[src/rtl/tap_mem_pkg.sv]
// tap_mem_pkg: shared clear-FSM state type and default tap-memory dimensions
package tap_mem_pkg;
    typedef enum logic {TM_IDLE, TM_CLEAR} tm_state_t;
    localparam int TM_DATA_W = 16;
    localparam int TM_DEPTH = 8;
endpackage

[src/rtl/tap_mem_clear_ctrl.sv]
// tap_mem_clear_ctrl: clear-sweep FSM driving one zeroed index per cycle, with busy/clear_done
module tap_mem_clear_ctrl
    import tap_mem_pkg::*;
#(
    parameter int DEPTH = TM_DEPTH,
    localparam int ADDR_W = $clog2(DEPTH)
) (
    input  logic              clock,
    input  logic              reset_n,
    input  logic              clear_req,
    output logic              busy,
    output logic              clear_done,
    output logic              clr_en,
    output logic [ADDR_W-1:0] clr_idx
);
    localparam logic [ADDR_W-1:0] LAST = ADDR_W'(DEPTH - 1);
    tm_state_t state, state_nx;
    logic [ADDR_W-1:0] cnt;
    logic last;
    assign last = cnt == LAST;
    assign busy = state == TM_CLEAR;
    assign clr_en = busy;
    assign clr_idx = cnt;
    always_comb begin
        state_nx = (state == TM_IDLE) ? (clear_req ? TM_CLEAR : TM_IDLE) : (last ? TM_IDLE : TM_CLEAR);
    end
    always_ff @(posedge clock or negedge reset_n) begin
        if (!reset_n) begin
            state <= TM_IDLE;
            cnt <= '0;
            clear_done <= 1'b0;
        end else begin
            state <= state_nx;
            cnt <= (busy && !last) ? cnt + 1'b1 : '0;
            clear_done <= busy && last;
        end
    end
endmodule

[src/rtl/tap_memory.sv]
// tap_memory: DEPTH-entry tap/weight store with shift, write, registered read and clear sweep; TAP_MEM_BYPASS_EN enables write-through reads
module tap_memory
    import tap_mem_pkg::*;
#(
    parameter int DATA_W = TM_DATA_W,
    parameter int DEPTH = TM_DEPTH,
    localparam int ADDR_W = $clog2(DEPTH)
) (
    input  logic              clock,
    input  logic              reset_n,
    input  logic              shift_en,
    input  logic [DATA_W-1:0] shift_data,
    input  logic              wr_en,
    input  logic [ADDR_W-1:0] wr_addr,
    input  logic [DATA_W-1:0] wr_data,
    output logic              wr_done,
    input  logic              rd_en,
    input  logic [ADDR_W-1:0] rd_addr,
    output logic [DATA_W-1:0] rd_data,
    output logic              rd_valid,
    input  logic              clear_req,
    output logic              busy,
    output logic              clear_done,
    output logic              addr_err
);
    localparam logic [ADDR_W:0] DEPTH_L = (ADDR_W + 1)'(DEPTH);
    logic [DATA_W-1:0] mem [DEPTH];
    logic [DATA_W-1:0] mem_nx [DEPTH];
    logic [DATA_W-1:0] rd_word;
    logic clr_en, idle, wr_in, rd_in, wr_ok, rd_ok;
    logic [ADDR_W-1:0] clr_idx;
    tap_mem_clear_ctrl #(.DEPTH(DEPTH)) u_ctrl (
        .clock(clock),
        .reset_n(reset_n),
        .clear_req(clear_req),
        .busy(busy),
        .clear_done(clear_done),
        .clr_en(clr_en),
        .clr_idx(clr_idx)
    );
    assign idle = !clr_en;
    assign wr_in = {1'b0, wr_addr} < DEPTH_L;
    assign rd_in = {1'b0, rd_addr} < DEPTH_L;
    assign wr_ok = idle && wr_en && wr_in;
    assign rd_ok = idle && rd_en;
    always_comb begin
        mem_nx = mem;
        if (clr_en) mem_nx[clr_idx] = '0;
        if (idle && shift_en) begin
            for (int i = DEPTH - 1; i > 0; i--) mem_nx[i] = mem[i-1];
            mem_nx[0] = shift_data;
        end
        if (wr_ok) mem_nx[wr_addr] = wr_data;
    end
`ifdef TAP_MEM_BYPASS_EN
    assign rd_word = rd_in ? mem_nx[rd_addr] : '0;
`else
    assign rd_word = rd_in ? mem[rd_addr] : '0;
`endif
    always_ff @(posedge clock or negedge reset_n) begin
        if (!reset_n) begin
            mem <= '{default: '0};
            rd_data <= '0;
            rd_valid <= 1'b0;
            wr_done <= 1'b0;
            addr_err <= 1'b0;
        end else begin
            mem <= mem_nx;
            rd_data <= rd_ok ? rd_word : rd_data;
            rd_valid <= rd_ok;
            wr_done <= wr_ok;
            addr_err <= addr_err || (idle && ((wr_en && !wr_in) || (rd_en && !rd_in)));
        end
    end
endmodule

[config.mk]
export PLATFORM = sky130hd
export DESIGN_NAME = tap_memory
export DESIGN_NICKNAME = d
export VERILOG_FILES = /design/src/rtl/tap_mem_pkg.sv /design/src/rtl/tap_mem_clear_ctrl.sv /design/src/rtl/tap_memory.sv
export SDC_FILE = /design/constraint.sdc
export NUM_CORES = 1
export LEC_CHECK = 0
export BUFFER_PORTS_ARGS = -buffer_cell sky130_fd_sc_hd__buf_2
export CAP_MARGIN = 20
export CORE_ASPECT_RATIO = 0.5
export CORE_MARGIN = 2
export CORE_UTILIZATION = 30
export DETAILED_ROUTE_END_ITERATION = 6
export GPL_TIMING_DRIVEN = 0
export SLEW_MARGIN = 20
export SYNTH_ARGS = -nofsm -noshare
export SYNTH_HDL_FRONTEND = slang
export SYNTH_HIERARCHICAL = 1
export SYNTH_SLANG_ARGS = --single-unit
[constraint.sdc]
create_clock -name clock -period 1.9 [get_ports clock]
set_input_delay 0.19 -clock clock [delete_from_list [all_inputs] [get_ports clock]]
set_output_delay 0.19 -clock clock [all_outputs]
set_load 0.005 [all_outputs]
==> reports/metrics.sh <==
DPL_WIRE_LENGTH_UM=19760
CORE_REGION_AREA_SQ_UM=29070
POWER_FRAC_COMB_PCT=34.4
SYNTH_NETS=849
PLACE.PORT_BUFFERS=62
GRT_ANTENNA_BEFORE_REPAIR=0
AREA_USED_BY_SEQUENTIAL_LOGIC_IN_THE_LAYOUT_SQ_UM=3780
YOSYSSEQAREASHARE_PCT=42.50
P_SWITCHING_W=0.005029
CP_DATA_ARRIVAL_TIME_NS=2.11
TIGHTESTPINTRANSITION_NS=0.6837
GRT_SETUP_UNREPAIRED='true'
FILLCELLCOUNT=2921
RUN_STATUS='complete, no violations'
CP_NUM_BUF_INV=3
IOPINCOUNT=65
CELLLEAKAGEPOWER_nW=6.168
STARTPOINT_TYPE='flop'
SYNTH_TOP_CELL_AREA_SHARE_PCT=42.50
SLEW-LIMIT-HEADROOM_PCT=54.42
FINISH.NET_COUNT=934
POWER.DENSITY_nW_PER_UM2=1347
SEQ_POWER_SHARE_PCT=39.0
AREA.GROWTH.SYNTH_TO_FINAL_PCT=18.25
MOST-COMMON-LAYOUT-CELLS='160 x sky130_fd_sc_hd__mux2i_1, 150 x sky130_fd_sc_hd__dfrtp_1, 130 x sky130_fd_sc_hd__and3b_1'
SWITCHING_SHARE_PCT=35.50
CAP_VIOLATIONS=0
DRC=0
WORST_EP_REQUIRED_TIME_NS=2.18
SLEW_VIOL_FINAL=0
FIRST_PASS_GRT_WIRE_LENGTH_UM=42210
DETAILROUTE.VIA_COUNT=6937
VIAS_PER_CELL=5.369
WORSTSKEWPAIRLATENCY_NS=0.43
CTS_BUF_COUNT=17
TIMING.HOLD.WORST.CLASS='input pin to flop'
POST_ROUTE_CELLS_DRIVE_ABOVE_1_SHARE_PCT=22.75
DPL.CELL_COUNT=1257
CTS_BUFFER_DEPTH=2
DIE_AREA_SQ_UM=31110
SYNTH-ASYNC-RESET-RATIO_PCT=100.0
CLOCK.FMAX_MHz=544.3
HTREE_NUM_LEVELS=4
PINT_W=0.009137
DIE-WIDTH_UM=247.5
CRIT_PATH_CELL_TRACE='buf_4, buf_6, nor2_4, nand4_4, buf_2, mux2i_1'
LAYOUT.CELLS.MOST_COMMON='sky130_fd_sc_hd__mux2i_1'
CPPEAKSTAGEDELAY_NS=0.45
NETLIST-CELL-TYPE-COUNT=30
CRIT_PATH_MAX_FANOUT=10
FINAL.MIN_CLOCK_PERIOD_NS=1.837
FINAL_HOLD_VIOL_COUNT=0
CRITICAL_PATH.TOP_DELAY_FAMILY='buffers and inverters'
FINAL_ANTENNA_NET_COUNT=0
GRT-OVFL-TOTAL=0
NUMBER_OF_DIODES_ADDED_FOR_ANTENNA_FIXING=0
LAYOUTNONFILLERINSTCOUNT=1292
AVGROUTEDWIREPERCELL_UM=20.44
CLOCK_SINK_COUNT=151
DRT_PRE_ANTENNA_ITERS=5
SYNTH_CELLS=803
SYN_AREA_SQ_UM=8891
YS_SEQ_ELEMENTS=151
PWR-SHARE-CLK_PCT=26.6
ROUTED_WIRELENGTH_UM=26410
PIN_COUNT_OF_THE_BIGGEST_NET_ENTERING_GLOBAL_ROUTING=82
TIMING.SETUP.CRITICAL_PATH_CLASS='flop to flop'
POWER.TOTAL_W=0.01417
FIN_WORST_SKEW_NS=0.01294
SYNTH.AREA.TOP_CELLS='sky130_fd_sc_hd__dfrtp_1 42%, sky130_fd_sc_hd__mux2i_1 18%, sky130_fd_sc_hd__and3b_1 13%, sky130_fd_sc_hd__a31oi_1 9.0%, sky130_fd_sc_hd__mux2_2 4.1%'
PLACE.GP.CONGESTION=0.8505
MULTIINPUTGATEAREA_SQ_UM=4691
INITIALDRTVIOLATIONCOUNT=537
SYNTH-MAIN-FF-CELL='sky130_fd_sc_hd__dfrtp_1'
CTS_TREE='yes'
FLOORPLAN.ROWS=44
CTS.REPORTEDPATHS.CLKPINSLEW_NS=0.06
FP.DIEH_UM=125.7
CLOCKROOTBUFFER='sky130_fd_sc_hd__clkbuf_16'
CRITICAL_PATH.ENDPOINT_TYPE='flop'
FINALSETUPVIOLCOUNT=0
CORE_UTILIZATION_OF_THE_FINISHED_LAYOUT_PCT=36.17
FIRST_GLOBAL_VIAS=7234
INITIAL_UTIL_PCT=30.59
PEAK_SUPPLY_DROP_V=0.0006097
SYNTH_AREA_PER_CELL_SQ_UM=11.07
SYNTH_TOP_AREA_CELL='sky130_fd_sc_hd__dfrtp_1'
COUNT_OF_FLIP_FLOPS_WITH_A_BUILT_IN_ENABLE_AFTER_SYNTHESIS=0
SYNTH-WARNING-COUNT=6
CRITICAL_PATH.SLOWEST_CELL='sky130_fd_sc_hd__dfrtp_2'
GLOBAL_ROUTE.USAGE.TOTAL_PCT=17.37
MIN_PERIOD_OVER_PERIOD_PCT=96.70
-- metrics by stage --
step / setup slack, ns / area (sq um) / setup TNS, ns / hold WS (ns)
2_1_floorplan: 0.2320 / 8891 / 0 / -0.1056
3_3_place_gp: -1.666 / 9691 / -254.40 / 0.4052
3_5_place_dp: -0.2108 / 9728 / -8.248 / 0.1967
4_1_cts: -0.06745 / 10430 / -1.756 / 0.06626
5_1_grt: -0.02866 / 10510 / -0.1651 / 0.09625
6_report: 0.06262 / 10510 / 0 / 0.09240
-- per-layer routing --
metal | track usage, % | wire length (um) | vias to the layer above
met5 | 0 | 0 | -
met4 | 4.192 | 293 | 0
met3 | 3.090 | 1223 | 24
met2 | 28.02 | 12320 | 163
met1 | 24.19 | 12570 | 3523
li1 | - | - | 3227
-- worst reg2reg max path: cells and delay by family (launching register included) --
family	cells	cell delay, ns
buffers and inverters	3	0.63
DFF	1	0.45
muxes	1	0.17
and+or+nand+nor	2	0.43
-- sequential cells by signal, indices dropped and copies added, names as in the netlist --
name               count
wr_done                1
mem                  128
u_ctrl/busy            1
rd_valid               1
u_ctrl/clr_idx         3
rd_data               16
u_ctrl/clear_done      1
-- cell families after synthesis --
kind of cell	count (synthesis)	share of synthesized area, %
AOI/OAI and AO/OA	176	13.06
adders and majority gates	2	0.2814
buffers and inverters	103	5.291
DFF	151	42.50
muxes	192	22.07
other	1	0.04218
and+or+nand+nor	178	16.76
-- cell usage after synthesis, drive strengths merged (3+ instances only) --
cell type    n
nand4        3
o31ai       16
nand4bb      3
buf         44
dfrtp      151
clkbuf      42
nand2       23
nor2         4
a22o        16
a31oi      128
mux2i      160
mux2        32
nand4b       3
nor2b        3
nand2b       3
and3b      132
inv         17
o22ai       16
-- layout make-up --
cell class	count	share of cell area (%)
clock buffer	25	4.903
tap	391	4.653
timing repair buffer	66	3.570
sequential	151	35.95
buffer	86	4.391
inverter	17	0.6069
multi-input combinational	549	44.62
clock inverter	7	1.309
-- final timing paths --
kind	from	endpoint	slack, ns	cells after the start
min	wr_en	wr_done$_DFF_PN0_	0.09	2
min in group asynchronous	reset_n	u_ctrl/clear_done$_DFF_PN0_	0.29	2
max	u_ctrl/busy$_DFF_PN0_	mem[27]$_DFF_PN0_	0.06	6
max reg2reg	u_ctrl/busy$_DFF_PN0_	mem[27]$_DFF_PN0_	0.06	6
min reg2reg	rd_data[13]$_DFFE_PN0P_	rd_data[13]$_DFFE_PN0P_	0.49	2
max in group asynchronous	reset_n	mem[7]$_DFF_PN0_	0.76	3
-- power by group through the flow --
stage	logic, W	registers (W)	clock network, W
after floorplan	0.00330	0.00515	0
after global placement	0.00450	0.00545	0
after detailed placement	0.00465	0.00554	0
after CTS	0.00471	0.00549	0.00380
after global routing	0.00537	0.00567	0.00393
final	0.00488	0.00552	0.00376
-- repair_timing --
item,in CTS,in global routing
gates resized for setup,10,38
pin swaps,0,0
buffers inserted,0,1
hold endpoints to repair,71,0
cloned,0,0
setup endpoints to repair,125,126
hold buffers,2,0
Note: power is estimated with default switching activity, not from simulation.
